## config.mk

```make
export PLATFORM = sky130hd
export DESIGN_NAME = io_phase_gate_seq_flat
export DESIGN_NICKNAME = d
export VERILOG_FILES = /design/src/rtl/io_phase_gate_seq_if.sv /design/src/rtl/io_phase_gate_seq.sv /design/src/flat_wrapper.sv
export SDC_FILE = /design/constraint.sdc
export NUM_CORES = 1
export LEC_CHECK = 0
export ABC_AREA = 1
export CORE_ASPECT_RATIO = 1.5
export CORE_MARGIN = 10
export CORE_UTILIZATION = 55
export CTS_CLUSTER_DIAMETER = 80
export CTS_CLUSTER_SIZE = 28
export DETAILED_ROUTE_END_ITERATION = 12
export PLACE_DENSITY_LB_ADDON = 0.3
export SYNTH_ARGS = -nofsm -noshare
export SYNTH_HDL_FRONTEND = slang
export SYNTH_SLANG_ARGS = --single-unit
```

## constraint.sdc

```tcl
create_clock -name clk -period 2.7 [get_ports clk]
set_input_delay 0.27 -clock clk [delete_from_list [all_inputs] [get_ports clk]]
set_output_delay 0.27 -clock clk [all_outputs]
set_load 0.02 [all_outputs]
```

## src/rtl/io_phase_gate_seq_if.sv

```systemverilog
// rtl/io_phase_gate_seq_if.sv - request/status bundle between power management and the phase gate sequencer
interface io_phase_gate_seq_if #(
  parameter int NPH      = 8,
  parameter int SETTLE_W = 8,
  parameter int STEP_W   = 4
) ();
  logic                pwr_req;
  logic [SETTLE_W-1:0] settle_cnt;
  logic [STEP_W-1:0]   step_cnt;
  logic                err_clr;
  logic                reg_en;
  logic [NPH-1:0]      ph_en;
  logic                pwr_ack;
  logic                busy;
  logic                err;

  // Power-management side: issues requests and configuration, observes status.
  modport master (
    output pwr_req, settle_cnt, step_cnt, err_clr,
    input  reg_en, ph_en, pwr_ack, busy, err
  );

  // Sequencer side.
  modport slave (
    input  pwr_req, settle_cnt, step_cnt, err_clr,
    output reg_en, ph_en, pwr_ack, busy, err
  );
endinterface

```

## src/rtl/io_phase_gate_seq.sv

```systemverilog
// rtl/io_phase_gate_seq.sv - regulator + staggered per-phase clock gate sequencer (optional sticky error: IO_PGSEQ_ERR_EN)
module io_phase_gate_seq #(
  parameter int NPH      = 8,
  parameter int SETTLE_W = 8,
  parameter int STEP_W   = 4
) (
  input  logic                    clk,
  input  logic                    rst_n,
  io_phase_gate_seq_if.slave      bus
);

  localparam int IDX_W = $clog2(NPH + 1);
  localparam logic [IDX_W-1:0]    NPH_IDX    = IDX_W'(NPH);
  localparam logic [IDX_W-1:0]    IDX_ONE    = IDX_W'(1);
  localparam logic [SETTLE_W-1:0] SETTLE_ONE = SETTLE_W'(1);
  localparam logic [STEP_W-1:0]   STEP_ONE   = STEP_W'(1);

  typedef enum logic [2:0] {
    S_OFF,
    S_REG_WAIT,
    S_UNGATE,
    S_ON,
    S_GATE
  } state_t;

  state_t              state_q, state_d;
  logic [SETTLE_W-1:0] cnt_q, cnt_d;
  logic [STEP_W-1:0]   step_q, step_d;
  logic [IDX_W-1:0]    idx_q, idx_d;
  logic                reg_en_q, reg_en_d;
  logic [NPH-1:0]      ph_en_q, ph_en_d;
  logic                ack_q, ack_d;
  logic                busy_q, busy_d;
  logic                err_q;

  // State register and all registered outputs; reset drops everything at once.
  always_ff @(posedge clk or negedge rst_n) begin
    if (!rst_n) begin
      state_q  <= S_OFF;
      cnt_q    <= '0;
      step_q   <= '0;
      idx_q    <= '0;
      reg_en_q <= 1'b0;
      ph_en_q  <= '0;
      ack_q    <= 1'b0;
      busy_q   <= 1'b0;
    end else begin
      state_q  <= state_d;
      cnt_q    <= cnt_d;
      step_q   <= step_d;
      idx_q    <= idx_d;
      reg_en_q <= reg_en_d;
      ph_en_q  <= ph_en_d;
      ack_q    <= ack_d;
      busy_q   <= busy_d;
    end
  end

  // Next-state and next-output logic; a running sequence ignores pwr_req until it lands in ON or OFF.
  always_comb begin
    state_d  = state_q;
    cnt_d    = cnt_q;
    step_d   = step_q;
    idx_d    = idx_q;
    reg_en_d = reg_en_q;
    ph_en_d  = ph_en_q;
    ack_d    = ack_q;
    case (state_q)
      S_OFF: begin
        if (bus.pwr_req) begin
          reg_en_d = 1'b1;
          cnt_d    = bus.settle_cnt;
          state_d  = S_REG_WAIT;
        end
      end
      S_REG_WAIT: begin
        if (cnt_q != '0) begin
          cnt_d = cnt_q - SETTLE_ONE;
        end else begin
          step_d  = '0;
          idx_d   = '0;
          state_d = S_UNGATE;
        end
      end
      S_UNGATE: begin
        if (step_q != '0) begin
          step_d = step_q - STEP_ONE;
        end else if (idx_q < NPH_IDX) begin
          for (int i = 0; i < NPH; i++) begin
            if (idx_q == IDX_W'(i)) ph_en_d[i] = 1'b1;
          end
          idx_d  = idx_q + IDX_ONE;
          step_d = bus.step_cnt;
        end else begin
          ack_d   = 1'b1;
          state_d = S_ON;
        end
      end
      S_ON: begin
        if (!bus.pwr_req) begin
          ack_d   = 1'b0;
          step_d  = '0;
          idx_d   = NPH_IDX;
          state_d = S_GATE;
        end
      end
      S_GATE: begin
        if (step_q != '0) begin
          step_d = step_q - STEP_ONE;
        end else if (idx_q != '0) begin
          // idx points one past the highest phase still running
          for (int i = 0; i < NPH; i++) begin
            if (idx_q == IDX_W'(i + 1)) ph_en_d[i] = 1'b0;
          end
          idx_d  = idx_q - IDX_ONE;
          step_d = bus.step_cnt;
        end else begin
          reg_en_d = 1'b0;
          state_d  = S_OFF;
        end
      end
      default: begin
        state_d = S_OFF;
      end
    endcase
    busy_d = (state_d == S_REG_WAIT) || (state_d == S_UNGATE) || (state_d == S_GATE);
  end

`ifdef IO_PGSEQ_ERR_EN
  logic seq_target;
  logic err_d;

  // A request level that disagrees with the running sequence's direction is a protocol error; set beats clear.
  always_comb begin
    seq_target = (state_q == S_REG_WAIT) || (state_q == S_UNGATE);
    err_d      = err_q;
    if (busy_q && (bus.pwr_req != seq_target)) begin
      err_d = 1'b1;
    end else if (bus.err_clr) begin
      err_d = 1'b0;
    end
  end

  // Sticky error flag register.
  always_ff @(posedge clk or negedge rst_n) begin
    if (!rst_n) begin
      err_q <= 1'b0;
    end else begin
      err_q <= err_d;
    end
  end
`else
  logic err_clr_unused;

  assign err_clr_unused = bus.err_clr;
  assign err_q          = 1'b0;
`endif

  assign bus.reg_en  = reg_en_q;
  assign bus.ph_en   = ph_en_q;
  assign bus.pwr_ack = ack_q;
  assign bus.busy    = busy_q;
  assign bus.err     = err_q;

endmodule

```

## src/flat_wrapper.sv

```systemverilog
// flat-port wrapper written by rule: the top's interface ports become plain ports
module io_phase_gate_seq_flat 
#(
  parameter int NPH      = 8,
  parameter int SETTLE_W = 8,
  parameter int STEP_W   = 4
)
  (clk, rst_n, bus_pwr_req, bus_settle_cnt, bus_step_cnt, bus_err_clr, bus_reg_en, bus_ph_en, bus_pwr_ack, bus_busy, bus_err);
  io_phase_gate_seq_if #(.NPH(NPH), .SETTLE_W(SETTLE_W), .STEP_W(STEP_W)) bus_i ();
  input  logic clk;
  input  logic rst_n;
  input wire logic [$bits(bus_i.pwr_req)-1:0] bus_pwr_req;
  input wire logic [$bits(bus_i.settle_cnt)-1:0] bus_settle_cnt;
  input wire logic [$bits(bus_i.step_cnt)-1:0] bus_step_cnt;
  input wire logic [$bits(bus_i.err_clr)-1:0] bus_err_clr;
  output wire logic [$bits(bus_i.reg_en)-1:0] bus_reg_en;
  output wire logic [$bits(bus_i.ph_en)-1:0] bus_ph_en;
  output wire logic [$bits(bus_i.pwr_ack)-1:0] bus_pwr_ack;
  output wire logic [$bits(bus_i.busy)-1:0] bus_busy;
  output wire logic [$bits(bus_i.err)-1:0] bus_err;
  assign bus_i.pwr_req = bus_pwr_req;
  assign bus_i.settle_cnt = bus_settle_cnt;
  assign bus_i.step_cnt = bus_step_cnt;
  assign bus_i.err_clr = bus_err_clr;
  assign bus_reg_en = bus_i.reg_en;
  assign bus_ph_en = bus_i.ph_en;
  assign bus_pwr_ack = bus_i.pwr_ack;
  assign bus_busy = bus_i.busy;
  assign bus_err = bus_i.err;
  io_phase_gate_seq #(.NPH(NPH), .SETTLE_W(SETTLE_W), .STEP_W(STEP_W)) u_core (.clk(clk), .rst_n(rst_n), .bus(bus_i));
endmodule
```

# ---- After elaboration in Yosys (flattened, before gate mapping)
# Index checks and enable logic that the tools add are counted.
dict set report classes {
  magnitude_cmp 1
  n_addsub 4
  mux 53
  n_eq_ne 43
  n_reduce_logical 25
}
# op count
set ops {}
lappend ops {{AND reduction 7 bit} 9}
lappend ops {{2-to-1 mux 8 bit} 6}
lappend ops {{2-to-1 mux 4 bit} 11}
lappend ops {{!= test 2 x 1 -> 1 bit (second input constant)} 19}
lappend ops {{one-hot mux 4 bit (4 select lines)} 2}
lappend ops {{one-hot mux 8 bit (2 select lines)} 2}
lappend ops {{2-to-1 mux 1 bit} 22}
lappend ops {{2-to-1 mux 3 bit} 7}
lappend ops {{equality test 4 x 3 -> 1 bit (second input constant)} 4}
lappend ops {{one-hot mux 3 bit (5 select lines)} 1}
lappend ops {{!= test 2 bit (second input constant)} 7}
lappend ops {{nonzero test 4 bit} 3}
lappend ops {{equality test 3 x 2 -> 1 bit (second input constant)} 3}
lappend ops {{equality test 4 x 2 -> 1 bit (second input constant)} 2}
lappend ops {{AND reduction 4 bit} 2}
lappend ops {{nonzero test 2 bit} 4}
lappend ops {{nonzero test 8 bit} 1}
lappend ops {{subtractor 4 x 1 -> 4 bit (second input constant)} 2}
lappend ops {{subtractor 8 x 1 -> 8 bit (second input constant)} 1}
lappend ops {{equality test 3 x 1 -> 1 bit (second input constant)} 2}
lappend ops {{equality test 3 bit (second input constant)} 2}
lappend ops {{!= test 3 x 1 -> 1 bit (second input constant)} 2}
lappend ops {{AND reduction 5 bit} 1}
lappend ops {{adder 4 x 1 -> 4 bit (second input constant)} 1}
lappend ops {{8 further kinds} 10}
dict set report word_totals {
  in_bits 16
  ff_bits 30
}

# ---- Depth between registers and ports, before layout
dict set report depth {
  ltp_word 7
  depth_mapped 10
  ltp_nobuf 10
}

# ---- Least setup slack after synthesis
# No wires, ideal clock.
dict set report synth_timing {
  kind {register -> register}
  start {register u_core.step_q[0]}
  end {register u_core.idx_q[2]}
  stages_incl_launch_ff 10
  setup_ns 0.117
  setup_slack_ns 1.129
  n_path_buf 0
  arrival_ns 1.454
  t_required_ns 2.583
  path_cell_list {dfrtp_1 -> inv_1 -> ha_1 -> nand3_2 -> inv_1 -> a21oi_2 -> nor2_2 -> nand2_1 -> nand2_1 -> nand2_1}
}
dict set report synth_via {
  elab_chain_len 3
  word_cells_on_any_way 4
}
# item line_no
set synth_rtl {}
lappend synth_rtl {{from (decl)} io_phase_gate_seq.sv:28} ;# logic [STEP_W-1:0] step_q, step_d;
lappend synth_rtl {{from (signal assigned)} io_phase_gate_seq.sv:50} ;# step_q <= step_d;
lappend synth_rtl {{nonzero test 4 bit *} {io_phase_gate_seq.sv:86, io_phase_gate_seq.sv:108}}
lappend synth_rtl {{!= test 2 bit (no line)} --}
lappend synth_rtl {{AND reduction 7 bit (no line) *} --}
lappend synth_rtl {{to (signal assigned)} io_phase_gate_seq.sv:51} ;# idx_q <= idx_d;
lappend synth_rtl {{to (decl)} io_phase_gate_seq.sv:29} ;# logic [IDX_W-1:0] idx_q, idx_d;
# Mark *: on every way between the ends. The rest lies on a longest branch, timed or not.
# A chain may end at the register's enable or synchronous reset.

# ---- Final worst setup path
dict set report layout_timing {
  start {register u_core.step_q[0]}
  end {register u_core.idx_q[3]}
}
# Same word-level chain as after synthesis.

==> impl_metrics.csv <==
group,metric,value,unit
run_status,status,"complete, no violations",
global_route,grt_max_degree,31,
critical_path,cpPeakStageDelay,0.40,ns
floorplanning,core-area,0.00368,mm²
clock_network,h-tree-depth,2,
cells_and_area,drive_gt1_share,6.96,%
floorplanning,die_area,0.00677,mm²
clock_network,clkSinkCount,30,
floorplanning,die_h,95.9,µm
detailed_routing,routed_wl,4830,µm
logic_synthesis,synth_top_family_by_area,"simple AND/OR/NAND/NOR gates",
cells_and_area,syn2layout_area_growth,17.7,%
floorplanning,die_w,70.6,µm
logic_synthesis,netlist_area,0.00211,mm²
critical_path,worstSetupPathType,"register to register",
power_and_ir_drop,peakVddDrop,0.000687,V
critical_path,path_cells,"inv_1 -> ha_1 -> nand3_2 -> inv_1 -> a21oi_2 -> nor2_2 -> nand2_1 -> nand2_1 -> nand2_1",
clock_network,cts_resized,0,
logic_synthesis,synth.area.top_cells,"dfrtp_1 36%, nand2_1 22%, nand3_1 9.0%, nor2_1 8.4%, inv_1 5.3%",
clock_network,cts-root-buf,"clkbuf_8",
floorplanning,io_pins,28,
logic_synthesis,yosysTopAreaCell,"dfrtp_1",
cells_and_area,diodes,0,
detailed_routing,ant_nets,0,
logic_synthesis,yosysMostFrequentCell,"nand2_1",
sta,setup_violations,0,
global_route,antenna_found_initial,0,
logic_synthesis,ys_seq_elements,30,
logic_synthesis,seq_area_frac_synth,35.5,%
logic_synthesis,muxShareOfSynthArea,0,%
logic_synthesis,synth_compound_area_share,6.10,%
clock_network,holdBufCountCts,0,
floorplanning,row_count,27,
clock_network,worstSkewPairLatency,0.29,ns
critical_path,crit_path_start_kind,"register",
sta,fmax,0.534,GHz
logic_synthesis,synthCells,330,
sta,post-route-period-util,69.4,%
logic_synthesis,yosysWarnings,0,
critical_path,crit_path_frequent_cell,"nand2_1",
flow_run,maxCapViolations,0,
critical_path,cp.required,2.88,ns
sta,skew,0.00956,ns
clock_network,cts.clk_slew.worst_paths,0.07,ns
cells_and_area,fin_nets,381,
detailed_routing,drt-pass1-iter-count,5,
logic_synthesis,yosys.cell_types.count,25,
placement,portBuffers,25,
clock_network,cts_buffers,5,
floorplanning,initial_core_util,57.4,%
logic_synthesis,yosys.area_share.simple,45.8,%
detailed_routing,vias,2083,
critical_path,cpMaxStageDelayCell,"dfrtp_1",
power_and_ir_drop,p_leak,1.27,nW
sta,hold_ws,0.379,ns
global_route,grtUsageTotal,14.8,%
logic_synthesis,synthFlopType,"dfrtp_1",
global_route,grt_pass1_vias,2042,
logic_synthesis,syn_avg_cell_area,6.40,µm²
critical_path,worst_setup_path_end_kind,"register",
logic_synthesis,syn_nets,353,
detailed_routing,drc,0,
sta,rsz0062_at_grt,"false",
critical_path,r2r_cells,9,
critical_path,cp_max_fo,9,
sta,hold_viol,0,
placement,dp_hpwl,3630,µm
clock_network,cts_setup_buffers,0,
logic_synthesis,synth_edf_count,0,
logic_synthesis,async_reset_ff_share,100,%
global_route,grt_remaining_overflow,0,
logic_synthesis,synth_common_cells,"124 x nand2_1, 47 x nor2_1, 38 x nand3_1, 30 x dfrtp_1, 30 x inv_1",
global_route,grt_pass1_wl,8320,µm
sta,report.final.slew_viol_count,0,
min_path,hp-class,"input pin to asynchronous set/reset pin",
detailed_routing,drt_iter0_drc,110,
detailed_routing,viasPerCell,5.18,
logic_synthesis,synth_xor_area_share,0.415,%
clock_network,clockBufferDepth,2,
placement,place_congestion,0.837,
clock_network,cts_tree,"done",
critical_path,crit_arrival,2.05,ns
logic_synthesis,synthAdderAreaFrac,4.15,%
detailed_routing,wl_per_cell,12.0,µm
sta,setup_tns,0,ns
logic_synthesis,synth_top_area_share,35.5,%
sta,min_period,1.87,ns
power_and_ir_drop,powerDensity,981,mW/mm²
## stage by stage
step	utilization, %	power [mW]	instance area (µm²)	std cells	worst slack [ns]
floorplan	-	1.69	2110	330	1.13
global placement	65.0	2.04	2390	394	0.858
detailed placement	65.0	2.07	2390	394	0.815
CTS	67.5	2.46	2480	402	0.809
global route	67.5	2.69	2480	402	0.635
finish	67.5	2.44	2480	402	0.826
## power by group
group	internal, mW	switching (mW)	total (mW)
registers	0.622	0.137	0.759
clock network	0.205	0.168	0.373
logic	0.476	0.828	1.30
## layout make-up
type | instances | area [µm²]
well taps | 43 | 53.8
clock inverters | 1 | 5.00
repair buffers | 27 | 265
flip-flops and latches | 30 | 751
multi-input cells | 260 | 1200
inverters | 34 | 128
fillers | 352 | 1200
clock buffers | 7 | 86.3
## sequential cells by signal, summed over array words and instances (netlist names)
| register | cells |
|---|---|
| u_core.bus.busy | 1 |
| u_core.bus.reg_en | 1 |
| u_core.step_q | 4 |
| u_core.state_q | 3 |
| u_core.cnt_q | 8 |
| u_core.bus.pwr_ack | 1 |
| u_core.bus.ph_en | 8 |
| u_core.idx_q | 4 |
## placed cells by master (no fill, tap or decap), drive strengths merged, types with 2 or more instances in the layout
| cell type | Yosys | final |
|---|---|---|
| clkdlybuf4s50 | 0 | 25 |
| dfrtp | 30 | 30 |
| o21ai | 22 | 22 |
| buf | 5 | 2 |
| nand4 | 4 | 4 |
| nand3 | 41 | 41 |
| inv | 34 | 34 |
| nor2 | 51 | 51 |
| ha | 7 | 7 |
| clkbuf | 1 | 7 |
| nor3 | 3 | 3 |
| nand2 | 126 | 126 |
| a21oi | 3 | 3 |
## layer usage
layer,part of all wire [%],global-route usage [%],vias to the layer above
li1,-,-,1093
met3,4.4,3.91,16
met5,0,0,-
met4,3.5,9.55,0
met2,53,28.2,46
met1,39,13.6,928
## critical path: cells and delay by family, from the launching register on
kind                       cells  cell delay (ns)
AOI/OAI and AO/OA              1             0.15
adders and majority gates      1             0.21
buffers and inverters          2             0.30
DFF                            1             0.40
and+or+nand+nor                5             0.70
## worst paths after layout
kind | from | endpoint | slack [ns]
min reg2reg | u_core.bus.ph_en[5] | u_core.bus.ph_en[5] | 0.47
min | rst_n | u_core.idx_q[1] | 0.38
min in group clk | u_core.bus.ph_en[5] | u_core.bus.ph_en[5] | 0.47
max in group asynchronous | rst_n | u_core.step_q[3] | 2.03
max reg2reg | u_core.step_q[0] | u_core.idx_q[3] | 0.83
max | u_core.step_q[0] | u_core.idx_q[3] | 0.83
## cells by family (layout without fill, tap and decap cells)
family / after synthesis / count (layout)
compound gates: 25 / 25
other cells: 1 / 1
simple gates: 226 / 226
flops: 30 / 30
buf+inv: 40 / 69
fa+ha+maj: 7 / 7
xor+xnor: 1 / 1
Power figures use the tool's default switching activity.
